==> config.mk <==
export PLATFORM = sky130hd
export DESIGN_NAME = button_shift_register
export DESIGN_NICKNAME = d
export VERILOG_FILES = /design/src/rtl/button_shift_register.sv
export SDC_FILE = /design/constraint.sdc
export NUM_CORES = 1
export LEC_CHECK = 0
export CELL_PAD_IN_SITES_DETAIL_PLACEMENT = 1
export CELL_PAD_IN_SITES_GLOBAL_PLACEMENT = 1
export CORE_MARGIN = 5
export CORE_UTILIZATION = 49
export DETAILED_ROUTE_END_ITERATION = 10
export DONT_BUFFER_PORTS = 1
export HOLD_SLACK_MARGIN = 0.06
export PLACE_DENSITY_LB_ADDON = 0.1
export SYNTH_ARGS = -nofsm -noshare
export SYNTH_HDL_FRONTEND = slang
export SYNTH_SLANG_ARGS = --single-unit
==> constraint.sdc <==
create_clock -name clk -period 2.6 [get_ports clk]
set_clock_uncertainty 0.05 [all_clocks]
set_input_delay 0.65 -clock clk [delete_from_list [all_inputs] [get_ports clk]]
set_output_delay 0.65 -clock clk [all_outputs]
set_load 0.01 [all_outputs]
==> src/rtl/button_shift_register.sv <==
// Push-button front end: synchronises and debounces a raw button on divider ticks,
// then shifts the debounced level into a WIDTH-bit LED register once per tick.
module button_shift_register #(
  parameter int WIDTH          = 8,
  parameter int DEBOUNCE_TICKS = 4,
  parameter int SYNC_STAGES    = 2
) (
  input  logic             clk,
  input  logic             rst_n,
  input  logic             tick,
  input  logic             btn,
  input  logic             clear,
  output logic [WIDTH-1:0] q,
  output logic             btn_level,
  output logic             btn_press,
  output logic             shift_valid
);

  localparam int              CNT_W    = $clog2(DEBOUNCE_TICKS + 1);
  localparam logic [CNT_W-1:0] CNT_LAST = CNT_W'(DEBOUNCE_TICKS - 1);

  logic [SYNC_STAGES-1:0] sync;
  logic                   btn_s;
  logic [CNT_W-1:0]       cnt;
  logic [WIDTH-1:0]       q_next;

  assign btn_s = sync[SYNC_STAGES-1];

  // NOTE: sequential state uses non-blocking assignments so every flop samples
  // pre-edge values; blocking here would collapse the chain into one stage.
  always_ff @(posedge clk or negedge rst_n) begin
    if (!rst_n) begin
      sync <= '0;
    end else begin
      sync <= {sync[SYNC_STAGES-2:0], btn};
    end
  end

  // A new level is accepted only after DEBOUNCE_TICKS consecutive disagreeing ticks;
  // any agreeing tick restarts the count.
  always_ff @(posedge clk or negedge rst_n) begin
    if (!rst_n) begin
      cnt       <= '0;
      btn_level <= 1'b0;
      btn_press <= 1'b0;
    end else begin
      btn_press <= 1'b0;
      if (tick) begin
        if (btn_s == btn_level) begin
          cnt <= '0;
        end else if (cnt == CNT_LAST) begin
          cnt       <= '0;
          btn_level <= btn_s;
          btn_press <= btn_s;
        end else begin
          cnt <= cnt + CNT_W'(1);
        end
      end
    end
  end

  // The shift uses the registered level, so the flipping tick still shifts the old level.
  if (WIDTH == 1) begin : g_narrow
    assign q_next = btn_level;
  end else begin : g_wide
    assign q_next = {q[WIDTH-2:0], btn_level};
  end

  always_ff @(posedge clk or negedge rst_n) begin
    if (!rst_n) begin
      q           <= '0;
      shift_valid <= 1'b0;
    end else if (clear) begin
      q           <= '0;
      shift_valid <= 1'b0;
    end else if (tick) begin
      q           <= q_next;
      shift_valid <= 1'b1;
    end else begin
      shift_valid <= 1'b0;
    end
  end

endmodule

# --- Word level (Yosys, flattened, before mapping) ---
# Index checks and enable logic that the tools add are counted.
word_totals:
  in_bits: 5
  register_bits: 16
  out_inout_bits: 11
  word_cells: 21
op_classes:
  bitwise: 1
  n_reduce_logical: 2
  n_eq_ne: 2
  mux: 9
  add_sub_neg: 1
op_table:
  columns: ["operator", "count"]
  rows:
  - ["8-bit 2-to-1 mux", 2]
  - ["3-bit 2-to-1 mux", 2]
  - ["1-bit 2-to-1 mux", 5]
  - ["3-bit by 1-bit adder with 3-bit output (second input constant)", 1]
  - ["3-bit by 2-bit equality test with 1-bit output (second input constant)", 1]
  - ["3-bit AND reduction", 1]
  - ["2-bit nonzero test", 1]
  - ["1-bit equality test", 1]
  - ["1-bit inverter", 1]

# --- Logic depth before layout (Yosys ltp) ---
depth:
  depth_word: 4
  mapped_depth: 4
  ltp_nobuf: 3

# --- Worst setup path after synthesis ---
# OpenSTA, ideal clock, no wires.
synth_path:
  kind: "input to register"
  startpoint: "input tick"
  endpoint: "register btn_level"
  t_arrival_ps: 1118
  t_required_ps: 2425
  setup_time_ps: 125
  path_buffers: 1
  setup_slack_ps: 1307
  cell_stages: 3
  cell_sequence: "buf_6 nand3b_4 mux2_4"
synth_via:
  elab_chain_len: 1
synth_rtl:
  columns: ["item", "line", "source"]
  rows:
  - ["from (decl)", "10", "input logic tick,"]
  - ["3-bit AND reduction (no line)", null, null]
  - ["to (signal assigned)", "53", "btn_level <= btn_s;"]
  - ["to (decl)", "14", "output logic btn_level,"]
# Every way passes these cells.
# A chain may end at the register's enable or synchronous reset.

# --- Worst setup path in the final report ---
layout_path:
  startpoint: "register btn_level"
  endpoint: "output btn_level"
# No word-level cell between the ends.

==> impl_metrics.yaml <==
worst_setup_path:
  timing.critical_path.from_type: "flop"
  critical_path_class: "reg2out"
  critPathCaptureType: "output pin"
  crit_path_max_fanout: 5
  worst-endpoint-required_ps: 1900
  arrival_ps: 770
synth:
  synth.ff_latch_count: 16
  synth_compound_gate_area_share_pct: 3.745
  synth_top_family_by_area: "multiplexers"
  post_synth_and_or_nand_nor_area_fraction_pct: 13.86
  syn_area_per_cell_um2: 13.10
  postSynthNetCount: 57
  synth-warning-count: 0
  post_synth_inst_count: 51
  synth.area.mux_share_pct: 14.23
  synth-xor-area-share_pct: 1.311
  yosysUniqueCellTypes: 16
  synth.cell_area_um2: 668.1
  ys_seq_area_share_pct: 59.93
  yosys.area_share.adder_pct: 1.873
clock_tree:
  cts_made_buffers: 3
  cts.sink_count: 16
  cts-hold-fix-buffers: 1
  cts.reportedPaths.clkPinSlew_ps: 80
  postCtsResizedCells: 0
  insertion_delay_ps: 270
  post_cts_buffers: 0
  clock-root-buffer: "clkbuf_4"
  cts-root-to-sink-buffers: 2
  htreeDepth: 1
  cts_tree: "done"
job:
  cap_viol_max_count: 0
placement:
  gp_routability_congestion: 0.6338
  detailed_place.area_um2: 660.6
  detailedPlace.worstSlack_ps: 1387
  place_inst: 63
  io_buffers: 0
  detailedPlacementHpwl_um: 936.2
sta:
  final.period_utilization_pct: 56.63
  grt_setup_unrepaired: "no"
  finalSetupTns_ps: 0
  worst_slew_margin_rel_pct: 53.93
  transition_time_of_the_tightest_slew_check_pin_ps: 688.7
  hold-worst-slack_ps: 302.8
  maximum_frequency_from_static_timing_analysis_ghz: 0.6792
  setup_viol: 0
  slew_viol_final: 0
  postLayoutSetupSlackWorst_ps: 1128
  hold_viol: 0
  fin_crit_ps: 1472
finish:
  post_layout_nonfiller_instances: 67
  layout-drive-gt1-share_pct: 11.54
  multiInputGateArea_um2: 234.0
  fin_nets: 60
  syn_to_final_growth_pct: 3.745
  sequential_cell_area_um2: 400.4
  finish.instance_area_um2: 693.2
  filler_cell_count: 137
  n_antenna_cell: 0
  core_utilization_of_the_finished_layout_pct: 53.27
pwr:
  totalPowerFinal_uw: 556.8
  ir_drop_uv: 368.3
  pwr_density_cell_nw_per_um2: 803.3
  p_leak_nw: 0.3547
route:
  viasPerCell: 5.433
  drt_iter0_drc: 5
  via_count: 364
  first_pass_iters: 4
  routed_wire_length_per_instance_um: 17.49
  totalWireLength_mm: 1.172
  ant_nets: 0
  drc: 0
outcome:
  status: "completed"
floorplan:
  start_util_pct: 51.35
  die_width_um: 46.93
  fp.dieArea_um2: 2202
  floorplan.io_pins: 16
  floorplan.die.height_um: 46.93
  core_box_area_um2: 1301
  floorplan.rows: 13
global_routing:
  first_global_vias: 465
  globalRouteTotalUtil_pct: 13.60
  number_of_antenna_violations_at_the_first_check_in_global_routing: 0
  grt_max_degree: 17
  grt_first_pass_wirelength_mm: 2.028
  global_route.overflow_total: 0
hold_path:
  holdCritPathClass: "reg2reg"
flip-flops by register name, summed over array words and instances (netlist names):
signal / cells
shift_valid: 1
q: 8
cnt: 3
btn_press: 1
btn_level: 1
sync: 2
where the power goes:
part / internal (mW) / leakage, nW / switching [mW] / total (mW)
Combinational: 0.0616 / 0.127 / 0.0481 / 0.110
Clock: 0.0535 / 0.0138 / 0.0656 / 0.119
Sequential: 0.285 / 0.214 / 0.0428 / 0.328
Total: 0.400 / 0.355 / 0.157 / 0.557
layout make-up:
type                            count  share of cell area, %
Tap cell                           15                  2.708
Inverter                            2                  1.083
Timing Repair Buffer                1                  1.444
Multi-Input combinational cell     30                  33.75
Clock buffer                        3                  3.249
Sequential cell                    16                  57.76
logic make-up (layout without fill, tap and decap cells):
| logic type | Yosys count | in the layout |
|---|---|---|
| flip-flops | 16 | 16 |
| AND/OR/NAND/NOR | 16 | 16 |
| multiplexers | 9 | 9 |
| buffers and inverters | 5 | 6 |
| AO/OA/AOI/OAI | 3 | 3 |
| adder cells (fa/ha/maj) | 1 | 1 |
| XOR/XNOR | 1 | 1 |
placed cells by master (no fill, tap or decap), drive strengths merged:
cell type,netlist,routed
dfrtp,16,16
mux2i,8,8
nor2,8,8
nand2b,3,3
clkbuf,0,3
nor2b,2,2
inv,2,2
o22ai,2,2
nand3b,1,1
nor3b,1,1
xnor2,1,1
nand2,1,1
o31ai,1,1
mux2,1,1
ha,1,1
dlygate4sd3,0,1
Yosys cell counts:
cell type | instances | area [um2]
dfrtp_1 | 16 | 400.4
mux2i_1 | 8 | 80.08
nor2_1 | 8 | 30.03
nand2b_1 | 3 | 18.77
buf_6 | 2 | 22.52
inv_1 | 2 | 7.510
nor2b_1 | 2 | 12.51
o22ai_1 | 2 | 12.51
buf_1 | 1 | 3.750
ha_1 | 1 | 12.51
mux2_4 | 1 | 15.01
nand2_1 | 1 | 3.750
nand3b_4 | 1 | 20.02
nor3b_1 | 1 | 7.510
o31ai_2 | 1 | 12.51
xnor2_1 | 1 | 8.760
routing by layer:
| layer | vias up | wire length, um | GRT usage, % |
|---|---|---|---|
| met5 | - | 0 | 0 |
| met4 | 0 | 10 | 8.287 |
| met3 | 2 | 93 | 4.598 |
| met2 | 9 | 619 | 23.85 |
| met1 | 183 | 448 | 13.77 |
| li1 | 170 | - | - |
final timing paths:
check	from	endpoint	slack, ps	cells past startpoint
worst max-delay path	btn_level$_DFFE_PN0P_	btn_level	1130	0
worst min-delay path	sync[0]$_DFF_PN0_	sync[1]$_DFF_PN0_	300	0
worst max register to register	cnt[0]$_DFFE_PN0P_	btn_level$_DFFE_PN0P_	1380	3
worst min register to register	sync[0]$_DFF_PN0_	sync[1]$_DFF_PN0_	300	0
max in group asynchronous	rst_n	q[5]$_DFFE_PN0P_	1260	1
min in group asynchronous	rst_n	sync[1]$_DFF_PN0_	810	1
No activity file was read; power rests on OpenSTA's default activity.
